===== src/rtl/dac_sample_sequencer.sv =====
// DAC playback sequencer: sample FIFO, enable/settle sequencing
// and rate-divided streaming onto the DAC data pins.
module dac_sample_sequencer #(
  parameter int DEPTH    = 16,
  parameter int DIV_W    = 16,
  parameter int SETTLE_W = 8
) (
  input  logic                    wb_clk_i,
  input  logic                    wb_rst_i,
  input  logic                    cfg_en,
  input  logic [DIV_W-1:0]        cfg_div,
  input  logic [SETTLE_W-1:0]     cfg_settle,
  input  logic                    fifo_flush,
  input  logic                    wr_valid,
  input  logic [7:0]              wr_data,
  output logic                    wr_ready,
  output logic [$clog2(DEPTH):0]  fifo_level,
  output logic                    dac_ena,
  output logic [7:0]              dac_data,
  output logic                    busy,
  output logic                    underflow
);

  localparam int AW = $clog2(DEPTH);

  typedef enum logic [1:0] {
    S_IDLE,
    S_SETTLE,
    S_RUN
  } state_t;

  state_t                r_state;
  state_t                w_next;
  logic [SETTLE_W-1:0]   r_settle_cnt;
  logic [DIV_W-1:0]      r_div_cnt;
  logic [AW:0]           r_wptr;
  logic [AW:0]           r_rptr;
  logic [7:0]            r_mem [DEPTH];
  logic [7:0]            r_dac_data;
  logic                  r_underflow;

  logic [AW:0]           w_level;
  logic                  w_empty;
  logic                  w_full;
  logic                  w_slot;
  logic                  w_push;
  logic                  w_pop;

  assign w_level = r_wptr - r_rptr;
  assign w_empty = (w_level == '0);
  assign w_full  = (w_level == (AW+1)'(DEPTH));
  assign w_slot  = cfg_en && (r_state == S_RUN)
                && (r_div_cnt == '0);
  // Flush wins over both ends; a slot hitting a flush is an underflow.
  assign w_push  = wr_valid && !w_full && !fifo_flush;
  assign w_pop   = w_slot && !w_empty && !fifo_flush;

  always_comb begin
    w_next = r_state;
    if (!cfg_en) begin
      w_next = S_IDLE;
    end else begin
      unique case (r_state)
        S_IDLE:   w_next = S_SETTLE;
        S_SETTLE: if (r_settle_cnt == '0) w_next = S_RUN;
        S_RUN:    w_next = S_RUN;
        default:  w_next = S_IDLE;
      endcase
    end
  end

  always_ff @(posedge wb_clk_i or posedge wb_rst_i) begin
    if (wb_rst_i) begin
      r_state      <= S_IDLE;
      r_settle_cnt <= '0;
      r_div_cnt    <= '0;
    end else begin
      r_state <= w_next;
      if (cfg_en && r_state == S_IDLE) begin
        r_settle_cnt <= cfg_settle;
      end else if (cfg_en && r_state == S_SETTLE
                   && r_settle_cnt != '0) begin
        r_settle_cnt <= r_settle_cnt - SETTLE_W'(1);
      end
      if (cfg_en && r_state == S_SETTLE
          && r_settle_cnt == '0) begin
        r_div_cnt <= '0;
      end else if (cfg_en && r_state == S_RUN) begin
        r_div_cnt <= (r_div_cnt == '0) ? cfg_div
                   : r_div_cnt - DIV_W'(1);
      end
    end
  end

  always_ff @(posedge wb_clk_i or posedge wb_rst_i) begin
    if (wb_rst_i) begin
      r_wptr      <= '0;
      r_rptr      <= '0;
      r_dac_data  <= 8'h00;
      r_underflow <= 1'b0;
    end else begin
      r_underflow <= w_slot && (w_empty || fifo_flush);
      if (fifo_flush) begin
        r_wptr <= '0;
        r_rptr <= '0;
      end else begin
        if (w_push) r_wptr <= r_wptr + (AW+1)'(1);
        if (w_pop)  r_rptr <= r_rptr + (AW+1)'(1);
      end
      if (w_pop) r_dac_data <= r_mem[r_rptr[AW-1:0]];
    end
  end

  always_ff @(posedge wb_clk_i) begin
    if (w_push) r_mem[r_wptr[AW-1:0]] <= wr_data;
  end

  assign wr_ready   = !w_full;
  assign fifo_level = w_level;
  assign dac_ena    = (r_state != S_IDLE);
  assign busy       = (r_state != S_IDLE);
  assign dac_data   = r_dac_data;
  assign underflow  = r_underflow;

endmodule

===== config.mk =====
export PLATFORM = sky130hd
export DESIGN_NAME = dac_sample_sequencer
export DESIGN_NICKNAME = d
export VERILOG_FILES = /design/src/rtl/dac_sample_sequencer.sv
export SDC_FILE = /design/constraint.sdc
export NUM_CORES = 1
export LEC_CHECK = 0
export CAP_MARGIN = 20
export CORE_MARGIN = 3
export CORE_UTILIZATION = 30
export DETAILED_ROUTE_END_ITERATION = 6
export PLACE_DENSITY = 0.44
export SLEW_MARGIN = 20
export SYNTH_ARGS = -nofsm -noshare
export SYNTH_HDL_FRONTEND = slang
export SYNTH_SLANG_ARGS = --single-unit
export TNS_END_PERCENT = 1

===== constraint.sdc =====
create_clock -name wb_clk_i -period 3.74 [get_ports wb_clk_i]
set_input_delay 1.122 -clock wb_clk_i [delete_from_list [all_inputs] [get_ports wb_clk_i]]
set_output_delay 1.122 -clock wb_clk_i [all_outputs]
set_load 0.005 [all_outputs]

* After elaboration in Yosys (flattened, before gate mapping)
Memory sizes are Yosys's and may differ from the RTL's. A register that Yosys moved wholly into a read port is not among the register bits.
Index checks and enable logic that the tools add are counted.
** Word-level totals
- Output and inout port bits :: 17
- RAM bits :: 128
- Memories kept :: 1
- Register bits :: 37
** Cells by class
- Muxes and demuxes :: 14
- Add/subtract/negate cells :: 5
- Eq/ne operators :: 4
- Reductions and logical operators :: 25
** Memory list
- r_mem :: words 16, width 8, read ports 1, clocked after memory_dff 1, wr ports 1, line 38 : logic [7:0] r_mem [DEPTH];
** Operators by type and width (number)
- two-way mux 16 bit :: 3
- two-way mux 5 bit :: 4
- logical NOT 16 bit :: 1
- two-way mux 8 bit :: 2
- subtractor 16 x 1 -> 16 bit (second input constant) :: 1
- logical AND 1 bit :: 11
- adder 5 x 1 -> 5 bit (second input constant) :: 2
- nonzero test 2 bit :: 5
- logical NOT 8 bit :: 1
- nonzero test 8 bit :: 1
- subtractor 8 x 1 -> 8 bit (second input constant) :: 1
- one-hot mux 2 bit (3 select lines) :: 1
- == test 5 bit (second input constant) :: 1
- logical NOT 5 bit :: 1
- subtractor 5 bit :: 1
- two-way mux 2 bit :: 2
- logical NOT 1 bit :: 3
- inequality test 3 bit (second input constant) :: 1
- == test 2 x 1 -> 1 bit (second input constant) :: 1
- == test 2 bit (second input constant) :: 1
- logical NOT 2 bit :: 1
- two-way mux 1 bit :: 2
- logical OR 1 bit :: 1

* Longest topological paths before layout
- Word-level depth :: 7
- Mapped depth :: 11
- Gate-level depth less buffers :: 9

* Least setup slack after synthesis
OpenSTA, ideal clock, no wires.
- Path type :: flip-flop to output port
- Start point :: reg r_rptr[1]
- End point :: out wr_ready
- Stages on the path, launching flop included :: 8
- Setup slack :: 259 ps
- Buffers on the path :: 1
- Arrival :: 2359 ps
- Cells stage by stage :: dfrtp_1 -> clkbuf_1 -> inv_1 -> fa_1 -> nand3b_1 -> a211o_1 -> a211oi_1 -> inv_1
** On the way
- Word-level cells in the longest chain between the ends :: 3
** RTL lines
- start, declared :: line 37 : logic [AW:0] r_rptr;
- start signal, assigned :: line 108 : if (w_pop) r_rptr <= r_rptr + (AW+1)'(1);
- subtractor 5 bit :: line 49 : assign w_level = r_wptr - r_rptr;
- via fifo_level[1] :: line 17 : output logic [$clog2(DEPTH):0] fifo_level,
- == test 5 bit :: line 51 : assign w_full = (w_level == (AW+1)'(DEPTH));
- logical NOT 1 bit :: line 118 : assign wr_ready = !w_full;
- end, declared :: line 16 : output logic wr_ready,
The timed path passes the listed nets, and every way through them passes these cells.

* Worst setup path after layout
- Start point :: reg r_wptr[0]
- End point :: out wr_ready
** On the way
- Word-level cells in the longest chain between the ends :: 3
** RTL lines
- start, declared :: line 36 : logic [AW:0] r_wptr;
- start signal, assigned :: line 107 : if (w_push) r_wptr <= r_wptr + (AW+1)'(1);
- subtractor 5 bit :: line 49
- == test 5 bit :: line 51
- logical NOT 1 bit :: line 118
Every way passes these cells.

==> flow_summary.ini <==
[logic_synthesis]
synth_seq_cells = 173
post-synth-top-area-cell = edfxtp_1
seq_area_frac_synth_pct = 63.82
syn_nets = 593
post-synth-top-area-fraction_pct = 49.36
synth.lib_cells_used.distinct = 62
syn-mean-instance-area_sq_um = 14.45
post_synth_inst_count = 539
most_used_dff_post_synth = edfxtp_1
async_flop_share_pct = 26.01
synthesis.area_sq_mm = 0.007787
ys_warn_count = 0
synth.top_cells.by_area = edfxtp_1 49%, dfrtp_1 14%, mux4_2 9.3%, ha_1 2.6%, a21oi_1 1.6%
synth-edff-count = 128

[die]
die_area_sq_mm = 0.02793
fp.coreArea_sq_mm = 0.02533
die_w_um = 167.1
initial_utilization_pct = 30.75
ios = 54
fp-row-count = 58
die_y_um = 167.1

[setup_path]
type_of_the_worst_setup_path = reg -> out
nature_of_the_critical_path_endpoint = output port
timing.critical_path.fanout_max = 3
crit_path_cell_trace = inv_2 -> ha_4 -> inv_2 -> fa_1 -> buf_6 -> nor3b_2 -> nand4b_1 -> a211oi_2 -> inv_1 -> buf_2
worstSetupStartpointType = flop
worst_path_largest_cell_delay_ps = 460
worstSetupStartpoint = r_wptr[0]$_DFFE_PP0P_
critical_path.slowest_cell = fa_1
cpMostUsedCell = inv_2
critPathRequiredTime_ps = 2620
timing.critical_path.arrival_ps = 2530
reg2regPathDepth = 12
reg2reg_start = r_wptr[0]$_DFFE_PP0P_

[global_route]
grt_max_degree = 37
first_pass_grt_wire_length_um = 29480
initial_antenna_violation_count = 0
grt_remaining_overflow = 0
via_count_of_the_first_global_routing_pass = 5003
grt_util_all_layers_pct = 13.81

[worst_hold_path]
min_path_type = reg -> reg
min_path_cells = 1
hold_path.startpoint = dac_data[3]$_DFFE_PP0P_

[drt]
route.vias.total = 4920
avgViaCountPerCell = 5.104
wire_per_inst_um = 19.77
drtAntennaViolNets = 0
drt_first_pass_iters = 6
drc_violations = 0
dr.first_iter.drc_count = 340
total_wire_length_after_detailed_routing_um = 19060

[sta]
fin_crit_sh_pct = 97.68
finalSetupViolCount = 0
total_count_of_hold_check_failures_in_the_final_report = 0
final_worst_clock_skew_ps = 12.03
max_slew.worst_pin.slew_ps = 779.8
fin_ws_ps = 86.72
minimum_period_implied_by_the_final_worst_setup_slack_ps = 3653
timing.fmax_mhz = 273.7
max_slew_violation_count = 0
rsz0062_at_grt = yes
max-slew-margin-rel_pct = 47.67

[clocking]
cts_htree_levels = 4
cts_max_path_buffers = 2
tritoncts = built
cts.reportedPaths.clkPinSlew_ps = 80
insertion_delay_ps = 440
clkSinkCount = 173
cts_hold_buf = 0
cts_buffers = 17
clock-root-buffer = clkbuf_16

[cells_and_area]
layout-area-overhead-vs-synth_pct = 22.59
multi_input_gate_area_sq_mm = 0.002654
area_used_by_sequential_logic_in_the_layout_sq_mm = 0.004971
n_antenna_cell = 0
finish.utilization_pct = 37.69
num-fill-cells = 2385
layout.nets = 675
post_route_cells_drive_above_1_share_pct = 20.19

[power]
clockPowerShare_pct = 34.9
power.switching_mw = 1.685
worst_ir_drop_vdd_mv = 0.3223
switching_share_pct = 31.93
static-leakage-power_nw = 3.322
cellInternalPower_mw = 3.593
seq_power_share_pct = 44.9
combPwrFrac_pct = 20.2
pwr_density_cell_mw_per_mm2 = 552.8
total_design_power_mw = 5.277

[run_status]
run_status = complete, no violations

[placed_design]
dp_hpwl_um = 12660
place.gp.congestion = 0.7686
dp_worst_setup_slack_ps = 129.7
io_buffers = 53

[run]
cap_viol_max_count = 0
==> cell families (layout without fill, tap and decap cells) <==
kind of cell,after synthesis,after routing,synth area share [%]
buffers and inverters,46,141,2.394
multiplexers,49,49,11.62
flip-flops,173,173,63.82
XOR/XNOR,11,11,1.237
AO/OA/AOI/OAI,100,100,8.243
AND/OR/NAND/NOR,143,143,9.865
adder cells (fa/ha/maj),17,17,2.828
==> power by group through the flow <==
stage,Clock (mW),Combinational (mW),Sequential [mW]
final,1.84,1.07,2.37
after CTS,1.90,1.06,2.37
after global routing,1.98,1.19,2.39
after global placement,0,1.04,2.40
after detailed placement,0,1.06,2.41
after floorplan,0,0.750,2.36
==> metrics by stage <==
step | hold slack [ps] | setup TNS (ps) | instance area (sq um) | cells
3_3_place_gp | 487.4 | 0 | 8861 | 928
4_1_cts | 510.3 | 0 | 9518 | 962
3_5_place_dp | 492.6 | 0 | 8861 | 928
6_report | 505.2 | 0 | 9547 | 964
2_1_floorplan | 475.3 | 0 | 7787 | 539
5_1_grt | 530.3 | -57.83 | 9547 | 964
==> state kept, by name, summed over array words and instances (netlist names) <==
signal        count
r_wptr            5
r_rptr            5
underflow         1
r_settle_cnt      8
r_state           2
dac_data          8
r_mem           128
r_div_cnt        16
==> final timing paths <==
kind                                          endpoint  slack, ps
setup reg to reg                 r_mem[0][0]$_DFFE_PP_        490
setup / recovery                              wr_ready         90
max in group asynchronous      dac_data[7]$_DFFE_PP0P_       2040
hold reg to reg                dac_data[3]$_DFFE_PP0P_        510
hold / removal                 dac_data[3]$_DFFE_PP0P_        510
min in group asynchronous  r_settle_cnt[7]$_DFFE_PP0P_       1070
==> synth_stat cells, types with 9 or more instances <==
cell / n
a21oi_1: 25
clkbuf_1: 14
dfrtp_1: 45
edfxtp_1: 128
ha_1: 16
inv_1: 20
mux2_2: 11
mux4_2: 32
nand2_1: 24
nand2b_1: 10
nor2_1: 32
nor3_1: 23
nor4_1: 9
o21ai_0: 22
o22ai_1: 19
xor2_1: 10
==> layout by cell type, fill, tap and decap left out, types with 19 or more instances in the layout <==
cell and instances:
buf_4 35, nand2_1 24, o22ai_1 19, edfxtp_1 128, nor3_1 23, mux4_2 32
nor2_1 32, o21ai_0 22, dfrtp_1 44, clkdlybuf4s50_1 52, a21oi_1 25
==> metal layers <==
layer,vias to the layer above,GRT usage [%],wire length [um],part of all wire (%)
li1,2284,-,-,-
met1,2514,19.21,8908,47
met2,111,22.28,9273,49
met3,11,2.833,711,3.7
met4,0,3.587,168,0.88
met5,-,0,0,0
==> worst max-delay path: cells and delay by family, from the launching register on <==
kind,cells,cell delay (ps)
AO/OA/AOI/OAI,1,320
flip-flops,1,390
adder cells (fa/ha/maj),2,590
buffers and inverters,5,460
AND/OR/NAND/NOR,2,340
==> cell type report <==
| type | instances | share of cell area (%) |
|---|---|---|
| Clock buffer | 17 | 4.456 |
| Tap cell | 330 | 4.325 |
| Sequential cell | 173 | 52.07 |
| Timing Repair Buffer | 89 | 8.375 |
| Clock inverter | 15 | 2.189 |
| Inverter | 20 | 0.7864 |
| Multi-Input combinational cell | 320 | 27.80 |
==> timing repair <==
action,in CTS,in global routing
setup endpoints to repair,1,2
resized for setup,8,3
setup buffers,2,2
pin swaps,4,4
No activity file was read; power rests on OpenSTA's default activity.
